[src/rtl/scan_ctrl.sv]
// HUB75 scan sequencer: pixel read walk, shift/latch/blank timing, PWM duty and bank swap.
// Optional global brightness gating of oe when BRIGHTNESS_EN is defined.
module scan_ctrl #(
  parameter int ROWLEN    = 64,
  parameter int ROW_BITS  = 4,
  parameter int DUTY_BITS = 5,
  localparam int COL_BITS = $clog2(ROWLEN),
  localparam int AW       = 1 + ROW_BITS + COL_BITS
) (
  input  logic                 clk,
  input  logic                 rst,
  input  logic                 run,
`ifdef BRIGHTNESS_EN
  input  logic [COL_BITS:0]    bright,
`endif
  output logic [AW-1:0]        rd_addr,
  output logic                 pix_load,
  output logic [DUTY_BITS-1:0] duty_cnt,
  output logic                 sclk_out,
  output logic                 stb,
  output logic                 oe,
  output logic [ROW_BITS-1:0]  rowsel,
  input  logic                 swap_req,
  output logic                 swap_ack,
  output logic                 wr_bank,
  output logic                 frame_start
);

  localparam int SW = COL_BITS + 1;
  localparam logic [SW-1:0] SLOT_LAST = SW'(ROWLEN);

  typedef enum logic [2:0] {
    ST_SHIFT,
    ST_BLANK,
    ST_LATCH,
    ST_ROWADV,
    ST_GUARD,
    ST_IDLE
  } state_t;

  state_t              state, state_n;
  logic [SW-1:0]       slot, slot_n;
  logic                phase, phase_n;
  logic [ROW_BITS-1:0] row_shift;
  logic                disp_bank;
  logic                swap_pending;
  logic                latched_once;
  logic                shifting;
  logic                frame_end;
  logic                period_end;
  logic                do_swap;

`ifdef BRIGHTNESS_EN
  logic [COL_BITS:0]   bright_q;
  logic [COL_BITS:0]   bright_eff;
  logic [SW:0]         shift_idx;
`endif

  always_comb begin
    state_n = state;
    slot_n  = slot;
    phase_n = phase;
    case (state)
      ST_SHIFT: begin
        phase_n = ~phase;
        if (phase) begin
          slot_n = slot + 1'b1;
          if (slot == SLOT_LAST) begin
            slot_n  = '0;
            state_n = ST_BLANK;
          end
        end
      end
      ST_BLANK:  state_n = ST_LATCH;
      ST_LATCH:  state_n = ST_ROWADV;
      ST_ROWADV: state_n = ST_GUARD;
      ST_GUARD:  state_n = run ? ST_SHIFT : ST_IDLE;
      ST_IDLE:   state_n = run ? ST_SHIFT : ST_IDLE;
      default:   state_n = ST_SHIFT;
    endcase
  end

  assign shifting    = (state == ST_SHIFT);
  assign frame_end   = (state == ST_ROWADV) && (&row_shift);
  assign period_end  = frame_end && (&duty_cnt);
  assign do_swap     = period_end && (swap_pending || swap_req);

  assign rd_addr     = {disp_bank, row_shift, slot[COL_BITS-1:0]};
  assign pix_load    = shifting && phase && (slot != SLOT_LAST);
  assign sclk_out    = shifting && phase && (slot != '0);
  assign stb         = (state == ST_LATCH);
  assign swap_ack    = do_swap;
  assign frame_start = period_end;
  assign wr_bank     = ~disp_bank;

`ifdef BRIGHTNESS_EN
  // slot 0 uses the live value so the sampled brightness applies to the whole row
  assign bright_eff = (slot == '0) ? bright : bright_q;
  assign shift_idx  = {slot, phase};
`endif

  always_comb begin
    oe = 1'b1;
    if (shifting && latched_once) begin
`ifdef BRIGHTNESS_EN
      oe = !(shift_idx < {bright_eff, 1'b0});
`else
      oe = 1'b0;
`endif
    end
  end

  always_ff @(posedge clk) begin
    if (rst) begin
      state        <= ST_SHIFT;
      slot         <= '0;
      phase        <= 1'b0;
      row_shift    <= '0;
      rowsel       <= '0;
      duty_cnt     <= '0;
      disp_bank    <= 1'b0;
      swap_pending <= 1'b0;
      latched_once <= 1'b0;
`ifdef BRIGHTNESS_EN
      bright_q     <= '0;
`endif
    end else begin
      state <= state_n;
      slot  <= slot_n;
      phase <= phase_n;
      if (state == ST_ROWADV) begin
        rowsel       <= row_shift;
        row_shift    <= row_shift + 1'b1;
        latched_once <= 1'b1;
        if (frame_end) duty_cnt <= duty_cnt + 1'b1;
      end
      if (do_swap) begin
        disp_bank    <= ~disp_bank;
        swap_pending <= 1'b0;
      end else if (swap_req) begin
        swap_pending <= 1'b1;
      end
`ifdef BRIGHTNESS_EN
      if (shifting && slot == '0 && !phase) bright_q <= bright;
`endif
    end
  end

endmodule
[config.mk]
export PLATFORM = sky130hd
export DESIGN_NAME = scan_ctrl
export DESIGN_NICKNAME = d
export VERILOG_FILES = /design/src/rtl/scan_ctrl.sv
export SDC_FILE = /design/constraint.sdc
export NUM_CORES = 1
export LEC_CHECK = 0
export ABC_AREA = 0
export BUFFER_PORTS_ARGS = -buffer_cell sky130_fd_sc_hd__buf_2
export CAP_MARGIN = 15
export CORE_MARGIN = 2
export CORE_UTILIZATION = 40
export DETAILED_ROUTE_END_ITERATION = 16
export PLACE_DENSITY = 0.6
export REMOVE_ABC_BUFFERS = 1
export SETUP_SLACK_MARGIN = 0.3
export SYNTH_ARGS = -nofsm -noshare
export SYNTH_HDL_FRONTEND = slang
export SYNTH_SLANG_ARGS = --single-unit
[constraint.sdc]
create_clock -name clk -period 3.5 [get_ports clk]
set_clock_uncertainty 0.2 [all_clocks]
set_input_delay 0.7 -clock clk [delete_from_list [all_inputs] [get_ports clk]]
set_output_delay 0.7 -clock clk [all_outputs]
set_load 0.03 [all_outputs]
==> Yosys cells after proc, flatten, opt, wreduce, memory -nomap -nowiden <==
Index checks and enable logic that the tools add are counted.
{ "word_totals": {"regBits": 27, "latchBits": 0, "mem_bits_rw": 0, "rom_bits": 0, "in_bits": 4, "output_inout_bits": 27, "elab_cells": 46, "memories": 0} }
{ "op_classes": {"n_addsub": 3, "multipliers": 0, "div_mod_pow": 0, "n_lt_le_gt_ge": 0, "n_eq_ne": 9, "shift": 0, "n_mux": 6, "bitwise": 2, "reduce_logical": 17} }
{ "ops": {"columns": ["op", "n"], "rows": [
  ["case mux 3 bit (5 select lines)", 1],
  ["2-to-1 mux 3 bit", 3],
  ["adder 7 x 1 -> 7 bit, second input constant", 1],
  ["equality test 7 bit, second input constant", 1],
  ["logical AND 1 bit", 7],
  ["2-to-1 mux 7 bit", 1],
  ["!= test 7 bit, second input constant", 1],
  ["nonzero test 7 bit", 1],
  ["equality test 3 x 2 -> 1 bit, second input constant", 2],
  ["equality test 3 bit, second input constant", 2],
  ["AND reduction 2 bit", 3],
  ["adder 5 x 1 -> 5 bit, second input constant", 1],
  ["AND reduction 5 bit", 1],
  ["adder 4 x 1 -> 4 bit, second input constant", 1],
  ["AND reduction 4 bit", 1],
  ["OR reduction 2 bit", 2],
  ["equality test 3 x 1 -> 1 bit, second input constant", 1],
  ["zero test 3 bit", 1],
  ["!= test 2 x 1 -> 1 bit, second input constant", 1],
  ["!= test 2 bit, second input constant", 1],
  ["inverter 1 bit", 2],
  ["logical OR 1 bit", 1],
  ["2-to-1 mux 1 bit", 1]
]} }

==> Longest topological paths before layout <==
{ "depth": {"ltp_word": 5, "mapped_depth": 7, "mapped_depth_nobuf": 7} }

==> Worst setup path before layout <==
No wires, ideal clock.
{ "synth_timing": {"path_type": "reg2out", "startpoint": "register state[1]", "endpoint": "output port sclk_out", "arrival_time_ps": 1591, "t_required_ps": 2600, "setup_slack_ps": 1009, "stages_incl_launch_ff": 5, "n_path_buf": 2, "path_cell_list": "dfxtp_1 > buf_2 > or4b_1 > buf_2 > a31oi_1"} }
{ "synth_between": {"elab_chain_len": 3} }
{ "synth_lines": {"columns": ["element", "line_no", "rtl"], "rows": [
  ["start, declared", "41", "state_t state, state_n;"],
  ["start signal, assigned", "128", "state <= state_n;"],
  ["zero test 3 bit", "83", "assign shifting = (state == ST_SHIFT);"],
  ["logical AND 1 bit (2 in a row)", "90", "assign sclk_out = shifting && phase && (slot != '0);"],
  ["end, declared", "19", "output logic sclk_out,"]
]} }
Every way passes these cells.

==> Worst setup path in the final report <==
{ "layout_timing": {"startpoint": "register slot[2]", "endpoint": "output port pix_load"} }
{ "layout_between": {"elab_chain_len": 2} }
{ "layout_lines": {"columns": ["element", "line_no", "rtl"], "rows": [
  ["start, declared", "42", "logic [SW-1:0] slot, slot_n;"],
  ["start signal, assigned", "129", "slot <= slot_n;"],
  ["!= test 7 bit", "89", "assign pix_load = shifting && phase && (slot != SLOT_LAST);"],
  ["logical AND 1 bit", "89", null],
  ["end, declared", "17", "output logic pix_load,"]
]} }
Every way passes these cells.

==> results.cfg <==
[pwr]
powerDensity_mw_per_mm2 = 339
leakagePower_nw = 0.582
peakVddDrop_mv = 0.130

[route]
dr.first_iter.drc_count = 36
via_count = 1067
drt.antenna.violating_nets = 0
wl_per_cell_um = 11.4
drcViolationCount = 0
routed_via_density = 4.96
routed_wirelength_um = 2450
drt-pass1-iter-count = 4

[placement]
numPortBuffers = 30
hpwl_um = 1720
placed_cell_area_mm2 = 0.00139
globalplace.congestion = 0.807

[final_layout]
final_cell_area_mm2 = 0.00141
area_delta_synth_final_pct = 11.2
final.fill_count = 326
multiInputGateArea_um2 = 607
nNetsFinal = 181
seq_area_um2 = 541
final_common_cell = buf_2
final_layout_size_suffix_gt1_frac = 0.216
final_cell_mix = buf_2, dfxtp_1, nor2_1, nand2_1, a21oi_1
diodes = 0

[synth]
synthAdderAreaFrac = 0.0493
synthMuxAreaShare = 0.00788
avgSynthCellArea_um2 = 8.41
synth_top_family_by_area = simple AND/OR/NAND/NOR gates
synthXorXnorAreaFrac = 0.0552
synthSimpleGateAreaFrac = 0.253
ys_seq_elements = 27
ys_warn_count = 0
synth_cells = 151
synth_seq_area_share = 0.426
synth_area_mm2 = 0.00127
synth_compound_gate_area_share = 0.112
synth_cell_types = 34

[timing]
max_freq_ghz = 0.354
rsz0062_at_grt = no
min_period_over_period = 0.808
maxSlewViolCount = 0
holdWs_ps = 264
hold_viol = 0
min_period_ps = 2830
max-slew-margin-rel = 0.646
tns_ps = 0
worst_pin_slew_ps = 530
setup-violations-final = 0

[grt]
met2_usage = 0.225
grt_pass1_wl_um = 3940
grt_pass1_vias = 909
top_usage_layer = met2
met3_usage = 0.0320
grt_max_degree = 31
antenna_found_initial = 0
grtUsageTotal = 0.142
grt_overflow = 0
met1_usage = 0.186

[run]
cap_violations = 0

[worst_setup_path]
r2r_slack_ps = 1540
crit_required_ps = 2600
endpoint_kind = output pin
cp-start-kind = register
cp_max_fo = 6
arrival_ps = 1930
worstSetupPathType = register to output pin

[clock_tree]
cts_buffers = 3
cts_setup_buffers = 0
cts_root_buf = clkbuf_4
clkSinkCount = 27
h-tree-depth = 1
clk_path_buf_depth = 2
cts_tree = built
clkLatencyLatePin_ps = 320
hold_buffers = 0
cts_resized = 0
path_clk_slew_ps = 140

[status]
outcome = finished clean

[die]
die_area_mm2 = 0.00364
core.rowCount = 20
initial_utilization = 0.419
io_pins = 31
coreArea_mm2 = 0.00303
die_w_um = 60.3
fp.dieH_um = 60.3

[min_path]
min_path_type = register to register
[registers in the layout, indices dropped and copies added (netlist names)]
| signal | flops |
|---|---|
| disp_bank | 1 |
| duty_cnt | 5 |
| latched_once | 1 |
| phase | 1 |
| row_shift | 4 |
| rowsel | 4 |
| slot | 7 |
| state | 3 |
| swap_pending | 1 |
[metal layers]
layer	vias up	routed length [um]
met3	4	108
li1	551	-
met4	0	26
met2	22	1080
met1	490	1230
met5	-	0
[worst max-delay path, stage by stage (launching register included)]
cell and delay [ps]:
dfxtp_1 380, nor4_1 480, nand3_1 290, nand2_1 230, inv_2 60, buf_2 170
[path summary, 6_finish.rpt]
| path | startpoint | to | cells after the start |
|---|---|---|---|
| hold reg to reg | rowsel[3]$_SDFFE_PP0P_ | rowsel[3]$_SDFFE_PP0P_ | 2 |
| hold / removal | rowsel[3]$_SDFFE_PP0P_ | rowsel[3]$_SDFFE_PP0P_ | 2 |
| setup / recovery | slot[2]$_SDFFE_PP0P_ | pix_load | 5 |
| setup reg to reg | slot[2]$_SDFFE_PP0P_ | slot[1]$_SDFFE_PP0P_ | 6 |
[synthesized netlist by cell type]
cell type  count  area, um^2
inv_1          7        26.3
a21oi_1       14        70.1
mux2i_1        1        10.0
buf_4          7        52.6
nor3_2         1        10.0
nand4_1        1        6.26
dfxtp_1       27         541
xnor2_1        5        43.8
nand2_1       17        63.8
nor3b_1        1        7.51
nor2_1        17        63.8
o21ai_0        3        15.0
a41oi_1        1        8.76
xor2_1         3        26.3
ha_1           5        62.6
and3_1         2        12.5
nor4_1         1        6.26
inv_2          2        7.51
buf_6          1        11.3
o32ai_1        3        26.3
a22oi_1        1        7.51
nor4b_2        1        15.0
buf_1          1        3.75
clkbuf_1       3        11.3
a31oi_1        1        6.26
a311oi_1       1        8.76
nand3b_1       1        7.51
buf_2          2        10.0
nor3_1         4        20.0
or4b_1         1        10.0
or3_1          6        37.5
and3b_1        1        8.76
or3b_1         2        17.5
nand3_1        7        35.0
[through the flow]
stage                     power (W)  cells   util  setup slack (ps)
after global placement     0.000353    211  0.458              1110
final                      0.000480    215  0.467               671
after global routing       0.000503    215  0.467               460
after CTS                  0.000488    215  0.467               683
after floorplan            0.000340    137      -              1020
after detailed placement   0.000353    211  0.458              1070
[power by group]
part,total [W],internal [W],switching (W)
clock,0.000134,0.0000446,0.0000889
combinational,0.0000322,0.00000972,0.0000225
sequential,0.000314,0.000311,0.00000299
[layout make-up]
| class | instances | share of cell area |
|---|---|---|
| clock buffers | 4 | 0.0186 |
| inverters | 9 | 0.0239 |
| multi-input cells | 101 | 0.430 |
| flip-flops and latches | 27 | 0.383 |
| well taps | 44 | 0.0390 |
| repair buffers | 30 | 0.106 |
[cells by family (layout without fill, tap and decap cells)]
kind of cell / count (synthesis) / count (layout)
compound gates: 24 / 24
xor+xnor: 8 / 8
fa+ha+maj: 5 / 5
buf+inv: 23 / 43
flops: 27 / 27
mux: 1 / 1
simple gates: 63 / 63
(Power assumes the default switching activity.)
